[config.mk]
export PLATFORM = sky130hd
export DESIGN_NAME = adder_rr_scheduler
export DESIGN_NICKNAME = d
export VERILOG_FILES = /design/src/rtl/adder_rr_scheduler.sv
export SDC_FILE = /design/constraint.sdc
export NUM_CORES = 1
export LEC_CHECK = 0
export ABC_AREA = 1
export BUFFER_PORTS_ARGS = -buffer_cell sky130_fd_sc_hd__buf_2
export CAP_MARGIN = 20
export CORE_ASPECT_RATIO = 0.7
export CORE_MARGIN = 1.5
export CORE_UTILIZATION = 52
export DETAILED_ROUTE_END_ITERATION = 6
export PLACE_DENSITY = 0.77
export SLEW_MARGIN = 25
export SYNTH_ARGS = -nofsm -noshare
export SYNTH_HDL_FRONTEND = slang
export SYNTH_SLANG_ARGS = --single-unit
export TNS_END_PERCENT = 1
[constraint.sdc]
create_clock -name clk -period 3.1 [get_ports clk]
set_input_delay 0.465 -clock clk [delete_from_list [all_inputs] [get_ports clk]]
set_output_delay 0.465 -clock clk [all_outputs]
set_load 0.05 [all_outputs]
[src/rtl/adder_rr_scheduler.sv]
// ============================================================================
// Module   : adder_rr_scheduler (+ pipelined_adder_core)
// Brief    : round-robin sharing of one block-carry pipelined adder among NREQ requesters
// Revision : 1.0
// ============================================================================
`default_nettype none

module pipelined_adder_core #(
  parameter int WIDTH = 32,
  parameter int BLOCK = 4
) (
  input  logic             clk,
  input  logic             v_in,
  input  logic [WIDTH-1:0] a,
  input  logic [WIDTH-1:0] b,
  input  logic             cin,
  output logic             v_out,
  output logic [WIDTH-1:0] sum
);
  localparam int NB = WIDTH / BLOCK;

  // Stage k resolves sum block k; operands ride along so later blocks see them.
  logic             v_q [NB];
  logic             v_d [NB];
  logic             c_q [NB];
  logic             c_d [NB];
  logic [WIDTH-1:0] a_q [NB];
  logic [WIDTH-1:0] a_d [NB];
  logic [WIDTH-1:0] b_q [NB];
  logic [WIDTH-1:0] b_d [NB];
  logic [WIDTH-1:0] s_q [NB];
  logic [WIDTH-1:0] s_d [NB];

  always_comb begin
    logic [BLOCK:0]   blk;
    logic [WIDTH-1:0] a_in, b_in, s_in;
    logic             c_in, vi;
    int               prev;
    blk  = '0;
    a_in = '0;
    b_in = '0;
    s_in = '0;
    c_in = 1'b0;
    vi   = 1'b0;
    prev = 0;
    for (int k = 0; k < NB; k++) begin
      prev = (k == 0) ? 0 : k - 1;
      if (k == 0) begin
        a_in = a;
        b_in = b;
        s_in = '0;
        c_in = cin;
        vi   = v_in;
      end else begin
        a_in = a_q[prev];
        b_in = b_q[prev];
        s_in = s_q[prev];
        c_in = c_q[prev];
        vi   = v_q[prev];
      end
      blk = {1'b0, a_in[k*BLOCK +: BLOCK]} + {1'b0, b_in[k*BLOCK +: BLOCK]}
          + {{BLOCK{1'b0}}, c_in};
      s_d[k] = s_in;
      s_d[k][k*BLOCK +: BLOCK] = blk[BLOCK-1:0];
      c_d[k] = blk[BLOCK];
      v_d[k] = vi;
      a_d[k] = a_in;
      b_d[k] = b_in;
    end
  end

  // Intentionally no reset: the scheduler flushes this pipeline after reset.
  always_ff @(posedge clk) begin
    for (int k = 0; k < NB; k++) begin
      v_q[k] <= v_d[k];
      c_q[k] <= c_d[k];
      a_q[k] <= a_d[k];
      b_q[k] <= b_d[k];
      s_q[k] <= s_d[k];
    end
  end

  assign v_out = v_q[NB-1];
  assign sum   = s_q[NB-1];
endmodule

module adder_rr_scheduler #(
  parameter int WIDTH   = 32,
  parameter int BLOCK   = 4,
  parameter int NREQ    = 4,
  parameter int LATENCY = WIDTH / BLOCK,
  parameter int ID_W    = $clog2(NREQ),
  parameter int DEPTH   = LATENCY + 1
) (
  input  logic                  clk,
  input  logic                  rst,
  input  logic [NREQ-1:0]       req_valid,
  output logic [NREQ-1:0]       req_ready,
  input  logic [NREQ*WIDTH-1:0] req_a,
  input  logic [NREQ*WIDTH-1:0] req_b,
  input  logic [NREQ-1:0]       req_cin,
  output logic                  resp_valid,
  output logic [ID_W-1:0]       resp_id,
  output logic [WIDTH-1:0]      resp_sum,
  output logic                  busy,
  output logic                  err_orphan
);
  generate
    if (WIDTH % BLOCK != 0) begin : g_bad_block
      $fatal(1, "adder_rr_scheduler: WIDTH must be a multiple of BLOCK");
    end
    if (NREQ < 2 || NREQ > 16) begin : g_bad_nreq
      $fatal(1, "adder_rr_scheduler: NREQ must be in 2..16");
    end
  endgenerate

  localparam int CNT_W = $clog2(LATENCY + 1);
  localparam int OCC_W = $clog2(DEPTH + 1);
  localparam int PTR_W = $clog2(DEPTH);

  typedef enum logic [0:0] {S_DRAIN = 1'b0, S_RUN = 1'b1} state_t;

  state_t            state_q, state_d;
  logic [CNT_W-1:0]  cnt_q, cnt_d;
  logic [ID_W-1:0]   rr_q, rr_d;
  logic [OCC_W-1:0]  occ_q, occ_d;
  logic [PTR_W-1:0]  wr_q, wr_d, rd_q, rd_d;
  logic [ID_W-1:0]   tag_q [DEPTH];
  logic [ID_W-1:0]   tag_d [DEPTH];
  logic              resp_valid_q, resp_valid_d;
  logic [ID_W-1:0]   resp_id_q, resp_id_d;
  logic [WIDTH-1:0]  resp_sum_q, resp_sum_d;
  logic              err_q, err_d;

  logic              accept, pop, core_vout;
  logic [ID_W-1:0]   grant_id;
  logic [WIDTH-1:0]  core_a, core_b, core_sum;
  logic              core_cin;

  // Round-robin scan from rr_q; a full tag FIFO or DRAIN suppresses every grant.
  always_comb begin
    int idx;
    idx       = 0;
    req_ready = '0;
    accept    = 1'b0;
    grant_id  = '0;
    core_a    = '0;
    core_b    = '0;
    core_cin  = 1'b0;
    if (state_q == S_RUN && occ_q != OCC_W'(DEPTH)) begin
      for (int off = 0; off < NREQ; off++) begin
        idx = (int'(rr_q) + off) % NREQ;
        if (!accept && req_valid[idx]) begin
          accept         = 1'b1;
          grant_id       = ID_W'(idx);
          req_ready[idx] = 1'b1;
          core_a         = req_a[idx*WIDTH +: WIDTH];
          core_b         = req_b[idx*WIDTH +: WIDTH];
          core_cin       = req_cin[idx];
        end
      end
    end
  end

  pipelined_adder_core #(.WIDTH(WIDTH), .BLOCK(BLOCK)) u_core (
    .clk   (clk),
    .v_in  (accept),
    .a     (core_a),
    .b     (core_b),
    .cin   (core_cin),
    .v_out (core_vout),
    .sum   (core_sum)
  );

  always_comb begin
    state_d      = state_q;
    cnt_d        = cnt_q;
    rr_d         = rr_q;
    occ_d        = occ_q;
    wr_d         = wr_q;
    rd_d         = rd_q;
    tag_d        = tag_q;
    resp_id_d    = resp_id_q;
    resp_sum_d   = resp_sum_q;
    err_d        = err_q;
    pop          = 1'b0;
    case (state_q)
      S_DRAIN: begin
        if (cnt_q != '0) cnt_d = cnt_q - CNT_W'(1);
        if (cnt_q <= CNT_W'(1)) state_d = S_RUN;
      end
      S_RUN: begin
        if (core_vout) begin
          if (occ_q != '0) pop = 1'b1;
          else err_d = 1'b1;
        end
      end
      default: state_d = S_DRAIN;
    endcase
    resp_valid_d = pop;
    if (pop) begin
      resp_id_d  = tag_q[rd_q];
      resp_sum_d = core_sum;
      rd_d       = (rd_q == PTR_W'(DEPTH - 1)) ? '0 : rd_q + PTR_W'(1);
    end
    if (accept) begin
      tag_d[wr_q] = grant_id;
      wr_d        = (wr_q == PTR_W'(DEPTH - 1)) ? '0 : wr_q + PTR_W'(1);
      rr_d        = ID_W'((int'(grant_id) + 1) % NREQ);
    end
    if (accept && !pop) occ_d = occ_q + OCC_W'(1);
    else if (!accept && pop) occ_d = occ_q - OCC_W'(1);
  end

  always_ff @(posedge clk or posedge rst) begin
    if (rst) begin
      state_q      <= S_DRAIN;
      cnt_q        <= CNT_W'(LATENCY);
      rr_q         <= '0;
      occ_q        <= '0;
      wr_q         <= '0;
      rd_q         <= '0;
      resp_valid_q <= 1'b0;
      resp_id_q    <= '0;
      resp_sum_q   <= '0;
      err_q        <= 1'b0;
    end else begin
      state_q      <= state_d;
      cnt_q        <= cnt_d;
      rr_q         <= rr_d;
      occ_q        <= occ_d;
      wr_q         <= wr_d;
      rd_q         <= rd_d;
      resp_valid_q <= resp_valid_d;
      resp_id_q    <= resp_id_d;
      resp_sum_q   <= resp_sum_d;
      err_q        <= err_d;
    end
  end

  always_ff @(posedge clk) begin
    tag_q <= tag_d;
  end

  assign resp_valid = resp_valid_q;
  assign resp_id    = resp_id_q;
  assign resp_sum   = resp_sum_q;
  assign err_orphan = err_q;
  assign busy       = (state_q == S_DRAIN) || (occ_q != '0);
endmodule

`default_nettype wire

### After elaboration in Yosys (flattened, before gate mapping)

Memory sizes are Yosys's and may differ from the RTL's. A register that Yosys moved wholly into a read port is not among the register bits.
Cells that the tools add are included.
W data, S select, Z words.

* memories: 5
* bits in writable memories: 784
* bits in registers: 41

Memories
* u_core.a_q: words 8, bits a word 32, read ports 7, clocked after Yosys merged registers in 0, wr ports 8, RTL line 27 `logic [WIDTH-1:0] a_q [NB];`
* u_core.b_q: words 8, bits a word 32, read ports 7, clocked after Yosys merged registers in 0, wr ports 8, RTL line 29 `logic [WIDTH-1:0] b_q [NB];`
* u_core.s_q: words 8, bits a word 32, read ports 8, clocked after Yosys merged registers in 1, wr ports 8, RTL line 31 `logic [WIDTH-1:0] s_q [NB];`
* u_core.c_q: words 8, bits a word 1, read ports 7, clocked after Yosys merged registers in 0, wr ports 8, RTL line 25 `logic c_q [NB];`
* u_core.v_q: words 8, bits a word 1, read ports 8, clocked after Yosys merged registers in 0, wr ports 8, RTL line 23 `logic v_q [NB];`

* order comparisons: 12
* $add $sub $neg: 25
* equality and inequality tests: 3
* shifts and indexed selects: 8
* mux-type cells: 81
* bitwise gates (word level): 10
* reduce and logical (&&, ||, !) cells: 25

Operator list (number)
* $shiftx A128 B8 Y32: 8
* $mux W32: 10
* $mux W4: 12
* $add A4 B4 Y5: 8
* $add A5 B1 Y5: 8
* $mux W1: 36
* $bwmux W18: 1
* $bmux W1 S2: 8
* $mux W2: 8
* $add A4 B1 Y4 const B: 3
* $lt A3 B4 Y1 const B: 3
* $or A4 B4 Y4: 3
* $logic_and A1 B1 Y1: 11
* $ge A5 B5 Y1 const B: 2
* $not A4 Y5: 2
* $ge A3 B1 Y1 const B: 3
* $bmux W2 S4: 1
* $demux W1 S2: 4
* $demux W2 S4: 1
* $eq A4 B4 Y1 const B: 2
* $reduce_bool A4 Y1: 2
* $sub A4 B1 Y4 const B: 2
* $reduce_or A2 Y1: 3
* $logic_not A1 Y1: 5
* other kinds (13): 18

### Depth between registers and ports, before layout

* word-level depth: 21
* depth in mapped cells: 23
* depth with buffers taken out: 18

### Modules after synthesis

A second synthesis with hierarchy kept.

* cell total of the unflattened synthesis: 2801
* area, all modules: 20556.0 um^2

Modules (own cells, without submodules)
* adder_rr_scheduler: area an instance 11631.2 um^2, times used 1, cells an instance 2230, sequential area each 1918.1 um^2
* pipelined_adder_core: area an instance 8924.8 um^2, times used 1, cells an instance 571, sequential area each 7667.4 um^2

### Worst setup path before layout

No wires, ideal clock.

* path type: register to register
* start point: reg rr_q[1]
* end point: mem u_core.s_q[0][2]
* data arrival time: 3.305 ns
* cell stages (with the launch flop): 18
* buffers on the path: 6
* path slack: -0.323 ns
* clock period less this slack: 3.423 ns
* path through: dfrtp_1 > buf_2 > inv_2 > buf_4 > buf_2 > buf_2 > ha_1 > inv_2 > nand3_1 > nand2_4 > nand4_4 > buf_6 > buf_2 > o21ai_1 > nand2_1 > fa_1 > fa_1 > xnor2_1

RTL lines
* start: declaration: RTL line 125 `logic [ID_W-1:0] rr_q, rr_d;`
* start signal: assignment: RTL line 230 `rr_q <= rr_d;`
* end: declaration: RTL line 31

### Worst setup path in the final report

* start point: reg rr_q[0]
* end point: out req_ready[1]

* word-level cells in the longest chain between the ends: 16
* elaborated cells between the ends (all ways): 63

RTL lines
* $add A2 B1 Y2 or $bmux W1 S2 (tied branches): RTL line 152, 153
* $reduce_or A2 Y1 (no line) or $mux W1 (tied branches)
* $and A1 B1 Y1 (no line) or $mux W1 (tied branches)
* $lt A3 B4 Y1 (not written as such), or another cell as far along: RTL line 156 `req_ready[idx] = 1'b1;`
* $logic_and A1 B1 Y1 (not written as such) or $logic_not A1 Y1 (tied branches): RTL line 156, 153
* $mux W1 (not written as such) or $logic_and A1 B1 Y1 (tied branches): RTL line 156, 153
* $demux W1 S2 or $mux W1 (tied branches): RTL line 156, 153
* $or A4 B4 Y4 (no line) or $mux W1 (tied branches)
* $mux W4 or $logic_not A1 Y1 (tied branches): RTL line 153 `if (!accept && req_valid[idx]) begin`
* $mux W4 or $logic_and A1 B1 Y1 (tied branches): RTL line 150, 153
* $or A4 B4 Y4 (no line) or $mux W1 (tied branches)
* $mux W4 or $mux W1 (tied branches): RTL line 153, 150
* $mux W4 or $logic_not A1 Y1 (tied branches): RTL line 150, 153
* $or A4 B4 Y4 (no line) or $logic_and A1 B1 Y1 (tied branches)
* $mux W4 (*): RTL line 153
* $mux W4 (*): RTL line 150 `if (state_q == S_RUN && occ_q != OCC_W'(DEPTH)) begin`
* end: declaration: RTL line 98 `output logic [NREQ-1:0] req_ready,`

Every way passes the cells marked *; elsewhere a longest branch is shown, timed or not. The select of a mux whose other input is x is not followed.

==> flow_metrics.env <==
export IMPL_die_width_um=240
export IMPL_critical_path_peak_fanout=18
export IMPL_drc=6
export IMPL_antenna_found_initial=11
export IMPL_dieArea_um2=40500
export IMPL_dp_slack_ns=0.114
export IMPL_grt_max_degree=98
export IMPL_finalMaxSlewViolations=0
export IMPL_clockRootBuffer="clkbuf_16"
export IMPL_status="complete, but fails checks"
export IMPL_place_congestion=0.950
export IMPL_rsz0062_at_grt="yes"
export IMPL_synth_area_mux_share=0.000551
export IMPL_totalNegativeSetupSlack_ns=0
export IMPL_worstPathRequired_ns=2.63
export IMPL_syn_nets=3098
export IMPL_layout_cells_non_filler=3565
export IMPL_grt_pass1_wl_um=85300
export IMPL_finalHoldViolCount=0
export IMPL_final_nets=3321
export IMPL_synth_ff_type="dfxtp_1"
export IMPL_via_per_inst=5.17
export IMPL_path_cells="inv_8 > ha_4 > inv_4 > nand3_2 > nand2_4 > nor2_4 > buf_8 > a21oi_1 > o21ai_0 > o21ai_1 > inv_1 > buf_4"
export IMPL_power_uw=32900
export IMPL_netlist_instances=2777
export IMPL_hold_class="input pin to asynchronous set/reset pin"
export IMPL_grt_overflow=0
export IMPL_setup_slack_ns=0.109
export IMPL_syn2layout_area_growth_pct=16.2
export IMPL_max_slew_margin=0.281
export IMPL_r2r_setup_slack_ns=0.11
export IMPL_power_density_nw_per_um2=1390
export IMPL_clock_sinks=456
export IMPL_h_tree_depth=2
export IMPL_track_usage=0.261
export IMPL_crit_path_start_kind="register"
export IMPL_cts_tree="yes"
export IMPL_yosys_area_share_simple=0.215
export IMPL_start_util=0.529
export IMPL_synth_area_um2=20400
export IMPL_clk_transition_reported_paths_ns=0.06
export IMPL_cp_slowest_cell="dfrtp_4"
export IMPL_die_h_um=169
export IMPL_grt_pass1_vias=16850
export IMPL_ios=307
export IMPL_avgSynthCellArea_um2=7.36
export IMPL_synth_compound_area_frac=0.162
export IMPL_multiInputGateArea_um2=8800
export IMPL_row_count=60
export IMPL_clk_latency_ns=0.54
export IMPL_seq_area_frac_synth=0.469
export IMPL_crit_start="rr_q[0]$_DFFE_PP0P_"
export IMPL_slowest_delay_ns=0.53
export IMPL_drtAntennaViolNets=0
export IMPL_cts_made_buffers=40
export IMPL_finalCritPeriodShare=0.965
export IMPL_failed_checks="DRC"
export IMPL_ys_types=46
export IMPL_finalWirelength_um=53900
export IMPL_yosys_warnings=0
export IMPL_synth_adder_area_share=0.0399
export IMPL_drt_iter0_drc=1637
export IMPL_layout_cells_most_common="nand2_1"
export IMPL_firstDrtPassIters=7
export IMPL_cap_violations=0
export IMPL_postCtsHoldBufs=0
export IMPL_worst_pin_slew_ns=1.08
export IMPL_final_cell_mix="nand2_1 (692), o21ai_0 (456), dfxtp_1 (383), inv_1 (323), buf_2 (302)"
export IMPL_wl_per_cell_um=15.1
export IMPL_synth_xor_area_share=0.0111
export IMPL_critPathKind="register to primary output"
export IMPL_setup_viol=0
export IMPL_synth_edf_count=18
export IMPL_core_area_um2=38600
export IMPL_synth_seq_cells=456
export IMPL_peakVddDrop_v=0.000857
export IMPL_fillers=3406
export IMPL_drive_above_1_share=0.150
export IMPL_clock_skew_ns=0.0210
export IMPL_register_area_um2=9590
export IMPL_crit_arrival_ns=2.53
export IMPL_period_minus_slack_ns=2.99
export IMPL_io_buffers=306
export IMPL_max_freq_ghz=0.334
export IMPL_dr_total_vias=18414
export IMPL_post_place_cells=3477
export IMPL_r2r_start="rr_q[0]$_DFFE_PP0P_"
export IMPL_critPathCaptureType="primary output"
export IMPL_async_reset_ff_frac=0.121
export IMPL_cts_max_path_buffers=3
export IMPL_place_hpwl_um=38300
export IMPL_leakagePower_uw=0.0116
export IMPL_synth_top_family_by_area="simple AND/OR/NAND/NOR gates"
## where the power goes
part,switching (uW),internal [uW]
clock,2130,3050
sequential,1130,9150
combinational,11800,5600
## Yosys cell counts, types with 4 or more instances
cell type	instances	area (um^2)
o211ai_1	11	82.6
nor2_1	258	968
o21ai_0	460	2300
clkbuf_1	79	297
nand4_1	60	375
or2_0	5	31.3
inv_1	325	1220
dfrtp_1	54	1350
buf_6	7	78.8
xnor2_1	6	52.6
or2_2	4	25.0
dfxtp_1	383	7670
nor3_1	6	30.0
nand3_1	44	220
nand2_1	692	2600
xor2_1	20	175
inv_2	5	18.8
a21oi_1	29	145
nand2_2	4	25.0
buf_2	42	210
o21ai_1	142	711
buf_4	23	173
edfxtp_1	18	541
ha_1	38	475
buf_1	16	60.1
fa_1	17	340
## registers in the layout, indices dropped and copies added (netlist names), 4 cells and up
signal      cells
u_core.s_q    144
u_core.a_q    112
u_core.b_q    112
resp_sum       32
tag_q          18
u_core.v_q      8
u_core.c_q      7
cnt_q           4
occ_q           4
rd_q            4
wr_q            4
## path summary, 6_finish.rpt
path / end / cells after the start
max reg2reg: occ_q[3]$_DFFE_PP0P_ / 19
min: resp_sum[24]$_DFFE_PP0P_ / 2
min in group clk: u_core.a_q[1][18]$_DFF_P_ / 0
max in group asynchronous: resp_sum[4]$_DFFE_PP0P_ / 3
min reg2reg: u_core.a_q[1][18]$_DFF_P_ / 0
max: req_ready[1] / 12
## worst max-delay path, delay by kind of cell, from the launching register on
kind	cells	cell delay, ns
adder cells (fa/ha/maj)	1	0.23
flip-flops	1	0.53
AND/OR/NAND/NOR	3	0.28
buffers and inverters	5	0.57
AO/OA/AOI/OAI	3	0.38
## final cells by class
| cell class | instances | share of cell area |
|---|---|---|
| Timing Repair Buffer | 351 | 0.0831 |
| Clock buffer | 52 | 0.0479 |
| Sequential cell | 456 | 0.404 |
| Inverter | 333 | 0.0534 |
| Multi-Input combinational cell | 1818 | 0.371 |
| Antenna cell | 6 | 0.000633 |
| Tap cell | 527 | 0.0278 |
| Clock inverter | 22 | 0.0122 |
## cell families after synthesis
group	count (synthesis)
muxes	1
DFF	456
adders and majority gates	55
and+or+nand+nor	1085
AOI/OAI and AO/OA	651
buffers and inverters	503
xor gates and xnor gates	26
## metal layers
metal,part of all wire,vias up,global-route usage
met2,0.45,781,0.414
met4,0.019,4,0.0621
met3,0.080,80,0.0404
met1,0.46,8298,0.375
li1,-,9251,-
met5,0.00052,-,0
## metrics by stage
stage / utilization / hold WS [ns] / area [um^2]
floorplan: - / 0.310 / 20500
global route: 0.615 / 0.127 / 23700
finish: 0.615 / 0.0676 / 23700
CTS: 0.613 / 0.0857 / 23700
global placement: 0.574 / 0.311 / 22100
detailed placement: 0.574 / 0.312 / 22100
## repair_timing
action	in CTS	in global routing
cloned	1	0
setup endpoints to repair	4	17
setup buffers	4	2
pin swaps	3	3
endpoints found under the hold margin	0	0
gates resized for setup	8	10
(Power assumes the default switching activity.)
